==> src/rtl/nv_fifo_pkg.sv <==
// Shared constants, types and counter helper for the 256x16 two-port-RAM FIFO.
// The read side is a two-stage pipeline in front of a registered-read RAM.
package nv_fifo_pkg;

  localparam int FIFO_DEPTH = 256;
  localparam int FIFO_AW    = 8;
  localparam int FIFO_DW    = 16;
  localparam int FIFO_CW    = 9;

  typedef logic [FIFO_AW-1:0] addr_t;
  typedef logic [FIFO_DW-1:0] data_t;
  typedef logic [FIFO_CW-1:0] cnt_t;

  localparam cnt_t CNT_FULL = cnt_t'(FIFO_DEPTH);

  // Increment and decrement in the same cycle cancel out.
  function automatic cnt_t cnt_step(input cnt_t cnt, input logic inc, input logic dec);
    return cnt + cnt_t'(inc) - cnt_t'(dec);
  endfunction

endpackage

==> src/rtl/nv_ram_rwsp_256x16.sv <==
// 256x16 RAM with one write port and one read port.
// The read address is registered on re; the output register is loaded on ore.
module nv_ram_rwsp_256x16
  import nv_fifo_pkg::*;
(
  input  logic        clk,
  input  logic [31:0] pwrbus_ram_pd,
  input  logic        re,
  input  addr_t       ra,
  input  logic        ore,
  output data_t       dout,
  input  logic        we,
  input  addr_t       wa,
  input  data_t       di
);

  data_t mem_q [FIFO_DEPTH];
  addr_t ra_q;
  data_t dout_q;

  // Power-control bus has no effect in this behavioural model.
  logic pwrbus_unused;
  assign pwrbus_unused = ^pwrbus_ram_pd;

  // NOTE: storage, read address and output register carry no reset; RAM
  // macros cannot be reset and the control side decides what is valid.
  always_ff @(posedge clk) begin
    if (we)  mem_q[wa] <= di;
    if (re)  ra_q      <= ra;
    if (ore) dout_q    <= mem_q[ra_q];
  end

  assign dout = dout_q;

endmodule

==> src/rtl/nv_fifo_rwsp_256x16.sv <==
// 256x16 valid/ready FIFO: RAM storage, read issue stage S1 and output stage S2.
// wr_count covers every entry from accepted write until it is popped at rd_pd.
module nv_fifo_rwsp_256x16
  import nv_fifo_pkg::*;
(
  input  logic        clk,
  input  logic        rst,
  input  logic        wr_pvld,
  output logic        wr_prdy,
  input  data_t       wr_pd,
  output logic        rd_pvld,
  input  logic        rd_prdy,
  output data_t       rd_pd,
  output cnt_t        wr_count,
  input  logic [31:0] pwrbus_ram_pd
);

  addr_t wr_ptr_q, wr_ptr_d;
  addr_t rd_ptr_q, rd_ptr_d;
  cnt_t  wr_count_q, wr_count_d;
  cnt_t  ram_cnt_q, ram_cnt_d;
  logic  s1_vld_q, s1_vld_d;
  logic  rd_pvld_q, rd_pvld_d;
  logic  wr_prdy_q, wr_prdy_d;

  logic push, pop, adv2, iss;

  // NOTE: every signal assigned here gets a value on every path, so no latch.
  always_comb begin
    // wr_prdy_q is 1 during reset, so the write strobe must also see rst.
    push = wr_pvld & wr_prdy_q & ~rst;
    pop  = rd_pvld_q & rd_prdy;
    adv2 = s1_vld_q & (~rd_pvld_q | rd_prdy);
    iss  = (ram_cnt_q != '0) & (~s1_vld_q | adv2);

    wr_ptr_d   = wr_ptr_q + addr_t'(push);
    rd_ptr_d   = rd_ptr_q + addr_t'(iss);
    wr_count_d = cnt_step(wr_count_q, push, pop);
    ram_cnt_d  = cnt_step(ram_cnt_q, push, iss);
    wr_prdy_d  = (wr_count_d != CNT_FULL);
    s1_vld_d   = iss | (s1_vld_q & ~adv2);
    rd_pvld_d  = adv2 | (rd_pvld_q & ~rd_prdy);
  end

  // NOTE: state registers use non-blocking assignments so all of them update
  // together from the values present before the edge.
  always_ff @(posedge clk or posedge rst) begin
    if (rst) begin
      wr_ptr_q   <= '0;
      rd_ptr_q   <= '0;
      wr_count_q <= '0;
      ram_cnt_q  <= '0;
      s1_vld_q   <= 1'b0;
      rd_pvld_q  <= 1'b0;
      wr_prdy_q  <= 1'b1;
    end else begin
      wr_ptr_q   <= wr_ptr_d;
      rd_ptr_q   <= rd_ptr_d;
      wr_count_q <= wr_count_d;
      ram_cnt_q  <= ram_cnt_d;
      s1_vld_q   <= s1_vld_d;
      rd_pvld_q  <= rd_pvld_d;
      wr_prdy_q  <= wr_prdy_d;
    end
  end

  nv_ram_rwsp_256x16 u_ram (
    .clk           (clk),
    .pwrbus_ram_pd (pwrbus_ram_pd),
    .re            (iss),
    .ra            (rd_ptr_q),
    .ore           (adv2),
    .dout          (rd_pd),
    .we            (push),
    .wa            (wr_ptr_q),
    .di            (wr_pd)
  );

  assign wr_prdy  = wr_prdy_q;
  assign rd_pvld  = rd_pvld_q;
  assign wr_count = wr_count_q;

endmodule

==> config.mk <==
export PLATFORM = sky130hd
export DESIGN_NAME = nv_fifo_rwsp_256x16
export DESIGN_NICKNAME = d
export VERILOG_FILES = /design/src/rtl/nv_fifo_pkg.sv /design/src/rtl/nv_ram_rwsp_256x16.sv /design/src/rtl/nv_fifo_rwsp_256x16.sv
export SDC_FILE = /design/constraint.sdc
export NUM_CORES = 2
export LEC_CHECK = 0
export CORE_MARGIN = 2
export CORE_UTILIZATION = 40
export DETAILED_ROUTE_END_ITERATION = 8
export GPL_ROUTABILITY_DRIVEN = 0
export SKIP_LAST_GASP = 1
export SLEW_MARGIN = 40
export SYNTH_ARGS = -nofsm -noshare
export SYNTH_HDL_FRONTEND = slang
export SYNTH_SLANG_ARGS = --single-unit
==> constraint.sdc <==
create_clock -name clk -period 5.66 [get_ports clk]
set_input_delay 1.698 -clock clk [delete_from_list [all_inputs] [get_ports clk]]
set_output_delay 1.698 -clock clk [all_outputs]
set_load 0.05 [all_outputs]
---- Word-level counts from Yosys, hierarchy flattened ----
Memory sizes are Yosys's and may differ from the RTL's. A register that Yosys moved wholly into a read port is not among the register bits.
Cells that the tools add are included.
operators by class
  add/subtract/negate cells ............... 6
  $mul .................................... 0
  div/mod/pow operators ................... 0
  order comparisons ....................... 0
  equal/unequal tests ..................... 1
  shift-type cells ........................ 0
  multiplexer cells ....................... 2
  bitwise logic cells ..................... 16
  reductions and logical operators ........ 1
operator list
  kind                                         number
  9-bit by 1-bit adder with 9-bit output       2
  9-bit by 1-bit subtractor with 9-bit output  2
  8-bit by 1-bit adder with 8-bit output       2
  9-bit != test (second input constant)        1
  9-bit nonzero test                           1
  1-bit AND                                    7
  1-bit NOT                                    5
  1-bit bitwise OR                             4
  1-bit 2-to-1 mux                             2
word-level totals
  register bits ........................... 45
  bits in latches ......................... 0
  bits in writable memories ............... 4096
  memory bits (read-only) ................. 0
  input bits .............................. 52
  memories ................................ 1
memory list
  memory       depth  bits a word  read ports  clocked after Yosys merged registers in  wr ports  RTL line                  source
  u_ram.mem_q  256    16           1           1                                        1         nv_ram_rwsp_256x16.sv:17  data_t mem_q [FIFO_DEPTH];

---- Depth between registers and ports, before layout ----
  depth after elaboration ................. 6
  depth in mapped cells ................... 16
  depth with buffers taken out ............ 16

---- Cells and area by module ----
From an unflattened synthesis, not the netlist that was laid out.
unflattened totals
  cell total of the unflattened synthesis .. 7554
  area, all modules ....................... 161155.8 um^2
by module, submodules not included
  module               times used  cells each  area an instance (um^2)
  nv_ram_rwsp_256x16   1           7368        159115.1
  nv_fifo_rwsp_256x16  1           186         2040.7

---- Worst setup path before layout ----
No wires, ideal clock.
  path type ............................... input-to-reg
  from .................................... input port rst
  to ...................................... memory u_ram.mem_q[151][0] in the netlist's numbering (enable)
  setup time .............................. 0.409 ns
  arrival time ............................ 4.523 ns
  data required time ...................... 5.251 ns
  path slack .............................. 0.728 ns
  stages on the path ...................... 6
  path buffers ............................ 2
  cells stage by stage .................... inv_1 -> nand3_1 -> clkbuf_1 -> or2_2 -> clkbuf_1 -> nor3_1
on the way
  cells in the longest elaborated chain, start to end .. 4
ends and longest elaborated chain
  item                                    RTL line                   source
  from (decl)                             nv_fifo_rwsp_256x16.sv:7   input logic rst,
  1-bit NOT                               nv_fifo_rwsp_256x16.sv:31  push = wr_pvld & wr_prdy_q & ~rst;
  1-bit AND                               nv_fifo_rwsp_256x16.sv:31
  1-bit 2-to-1 mux                        nv_ram_rwsp_256x16.sv:28   if (we) mem_q[wa] <= di;
  1-bit 2-to-1 mux (not written as such)  nv_ram_rwsp_256x16.sv:28
  to (decl)                               nv_ram_rwsp_256x16.sv:17
Every way passes these cells.

==> out/results.tsv <==
stage	metric	value	unit
power	power.static_leakage	57.94	nW
timing	fin_setup_tns	0	ns
logic_synthesis	syn-num-nets	7413	
die	initial_core_util	40.15	%
cells_and_area	final_nets	8003	
die	core_area	0.3954	sq mm
power	max-vdd-ir-drop	0.3336	mV
clocking	root_buffer_master	sky130_fd_sc_hd__clkbuf_16	
place	placement.io_buffers	46	
global_route	overflow	0	
worst_setup_path	critical_path.slowest_cell	sky130_fd_sc_hd__nand4_1	
logic_synthesis	post-synth-top-area-cell	sky130_fd_sc_hd__edfxtp_1	
global_route	wire_length_of_the_first_global_routing_pass	581.5	mm
timing	rsz0062_at_grt	false	
timing	final_period_minus_worst_setup_slack	4.533	ns
logic_synthesis	post-synth-top-area-fraction	77.94	%
clocking	cts_tree	done	
power	sw_frac_of_total	26.93	%
timing	slew_headroom	36.66	%
clocking	cts.clk_slew.worst_paths	0.06	ns
cells_and_area	final_layout_size_suffix_gt1_share	24.78	%
timing	final.period_utilization	80.09	%
power	switching_power	20.29	mW
logic_synthesis	synth.cell_area	0.1587	sq mm
worst_setup_path	worst-path-max-fanout	34	
cells_and_area	synthToLayoutAreaGrowth	14.93	%
routing	drt_pre_antenna_iters	5	
timing	setup_viol	0	
place	dp_hpwl	247.9	mm
power	power-per-cell-area	413.0	mW/mm^2
cells_and_area	final_cell_mix	4120 x sky130_fd_sc_hd__edfxtp_1, 797 x sky130_fd_sc_hd__mux4_2, 488 x sky130_fd_sc_hd__buf_4, 472 x sky130_fd_sc_hd__mux2i_1, 428 x sky130_fd_sc_hd__clkbuf_16	
routing	drtIter0Drc	9650	
logic_synthesis	synth-edff-count	4120	
timing	postLayoutSetupSlackWorst	1.127	ns
clocking	maximum_number_of_buffers_from_clock_root_to_sink	4	
routing	antenna_violating_nets_post_route	0	
place	pre_cts_ws	0.8181	ns
logic_synthesis	ys_types	52	
timing	timing.clock.skew	0.04476	ns
power	power_report.internal_total	55.05	mW
worst_setup_path	critical-path-max-stage-delay	0.71	ns
timing	timing_max_transition_violations_final	0	
routing	drt-total-wl	413.6	mm
routing	avgRoutedWirePerCell	30.58	microns
worst_setup_path	arrival	5.29	ns
clocking	hold_fix_buffers_cts	0	
routing	route.vias.total	77920	
run	max_cap_viol_count	0	
worst_hold_path	worst_hold_path_type	flop to flop	
clocking	cts_made_buffers	422	
worst_setup_path	setup.worst_path.start_class	flop	
routing	routed_via_density	5.761	
timing	achievable-frequency	220.6	MHz
die	die_y	634.0	microns
logic_synthesis	synth.area.top_cells	sky130_fd_sc_hd__edfxtp_1 78%, sky130_fd_sc_hd__mux4_2 11%, sky130_fd_sc_hd__mux2i_1 3.0%	
global_route	grt_start_max_net_pins	145	
logic_synthesis	yosys_register_bits	4157	
power	seq_power_share	45.8	%
timing	finalHoldViolCount	0	
logic_synthesis	seq_area_frac_synth	78.52	%
worst_setup_path	worst-setup-path-type	flop to flop	
power	pwr-share-comb	18.4	%
clocking	insertion_delay	0.98	ns
die	dieWidth	634.0	microns
clocking	cts_resized	0	
logic_synthesis	post_synthesis_async_set_or_reset_flop_share	0.8901	%
global_route	grt_pass1_vias	77720	
worst_setup_path	critical_path.endpoint_type	flop	
die	area_of_the_die	0.4019	sq mm
worst_setup_path	worst_ep_required_time	6.42	ns
power	clock_power_share	35.8	%
die	io_pins	79	
worst_setup_path	crit_chain	inv_1 > buf_4 > nand2_4 > buf_4 > o22ai_1 > nor4_1 > a21oi_1 > nand4_1 > nor3_1	
timing	worst-slew-pin-transition	0.9501	ns
clocking	cts_sink_count	4157	
routing	drcViolationCount	0	
logic_synthesis	synth_ff_type	sky130_fd_sc_hd__edfxtp_1	
die	rows	231	
clocking	htree_levels	5	
cells_and_area	final_common_cell	sky130_fd_sc_hd__edfxtp_1	
logic_synthesis	synth_cells	7337	
global_route	initial_antenna_violation_count	16	
logic_synthesis	syn_area_per_cell	21.63	sq um
logic_synthesis	yosys_warnings	0	
global_route	grt_util_all_layers	20.25	%
clocking	cts_setup_buffers	0	
cells_and_area	final.fill_count	32860	
worst_setup_path	critical-path-top-cell-by-count	sky130_fd_sc_hd__buf_4	
status	outcome	completed	
==> worst max-delay path: cells and delay by family, from the launching register on <==
kind	cells	cell delay (ns)
buf+inv	3	0.95
simple gates	4	1.80
compound gates	2	0.80
flops	1	0.68
==> power by group through the flow <==
stage	clock [mW]	combinational, mW	sequential (mW)
finish	27.0	13.8	34.5
global placement	0	13.7	35.2
detailed placement	0	13.9	35.2
floorplan	0	8.61	35.2
global route	28.6	14.5	34.5
CTS	27.5	13.9	34.5
==> worst paths after layout <==
| kind | from | endpoint | slack [ns] | depth (start not counted) |
|---|---|---|---|---|
| max | u_ram.ra_q[4]$_DFFE_PP_ | u_ram.dout[8]$_DFFE_PP_ | 1.13 | 9 |
| min | rd_ptr_q[0]$_DFF_PP0_ | u_ram.ra_q[0]$_DFFE_PP_ | 0.46 | 0 |
| max reg2reg | u_ram.ra_q[4]$_DFFE_PP_ | u_ram.dout[8]$_DFFE_PP_ | 1.13 | 9 |
| min reg2reg | rd_ptr_q[0]$_DFF_PP0_ | u_ram.ra_q[0]$_DFFE_PP_ | 0.46 | 0 |
| max in group asynchronous | rst | wr_ptr_q[6]$_DFF_PP0_ | 3.94 | 3 |
| min in group asynchronous | rst | wr_count[1]$_DFF_PP0_ | 1.27 | 3 |
==> cell type report <==
class | count | area [sq um] | share of cell area (%)
multi-input combinational | 2710 | 31900 | 17.49
clock inverter | 239 | 2261 | 1.239
sequential | 4157 | 124600 | 68.33
timing repair buffer | 613 | 5802 | 3.180
tap | 5242 | 6559 | 3.595
inverter | 23 | 86.33 | 0.04732
clock buffer | 531 | 11150 | 6.110
antenna | 11 | 27.53 | 0.01509
==> routing by layer <==
layer	vias to the layer above	routed length [microns]	global-route usage [%]
met2	3176	198300	32.53
met4	0	14590	6.808
met3	581	31540	3.329
li1	32220	-	-
met1	41940	169200	28.21
met5	-	0	0
==> synthesized netlist by cell type (all sizes together) (3+ instances only) <==
cell type	n
dfrtp	36
nand4b	3
nand3	30
nor2b	14
nor2	270
mux4	797
o21ai	7
xnor2	20
a22oi	155
nand3b	5
ha	22
and2	8
a221oi	64
mux2i	472
buf	210
nor3	99
a21oi	119
a22o	122
nand2b	9
or2	10
clkbuf	237
nand2	41
o22ai	288
or3	4
and3	4
xor2	8
nor4	78
o21bai	3
inv	23
nand4	18
a21o	3
o211ai	15
a211oi	5
edfxtp	4120
==> flip-flops by register name, indices dropped and copies added (netlist names) <==
name and cells:
u_ram.mem_q 4096, ram_cnt_q 9, u_ram.dout 16, u_ram.ra_q 8
wr_count 9, wr_prdy 1, wr_ptr_q 8, s1_vld_q 1
rd_pvld 1, rd_ptr_q 8
==> through the flow <==
stage	cells	cell area [sq um]	hold slack, ns	util [%]	total power [mW]
4_1_cts	13510	182200	0.4659	46.09	75.91
3_3_place_gp	12720	168400	0.4441	42.60	48.83
5_1_grt	13520	182400	0.4802	46.13	77.61
6_report	13530	182400	0.4629	46.14	75.34
2_1_floorplan	7337	158700	0.4314	-	43.82
3_5_place_dp	12740	168800	0.4472	42.70	49.04
==> kinds of logic after synthesis <==
| group | share of synthesized area, % |
|---|---|
| DFF | 78.52 |
| muxes | 14.28 |
| AOI/OAI and AO/OA | 3.484 |
| and+or+nand+nor | 1.789 |
| buffers and inverters | 1.565 |
| xor gates and xnor gates | 0.1545 |
| adders and majority gates | 0.1986 |
No activity file was read; power rests on OpenSTA's default activity.
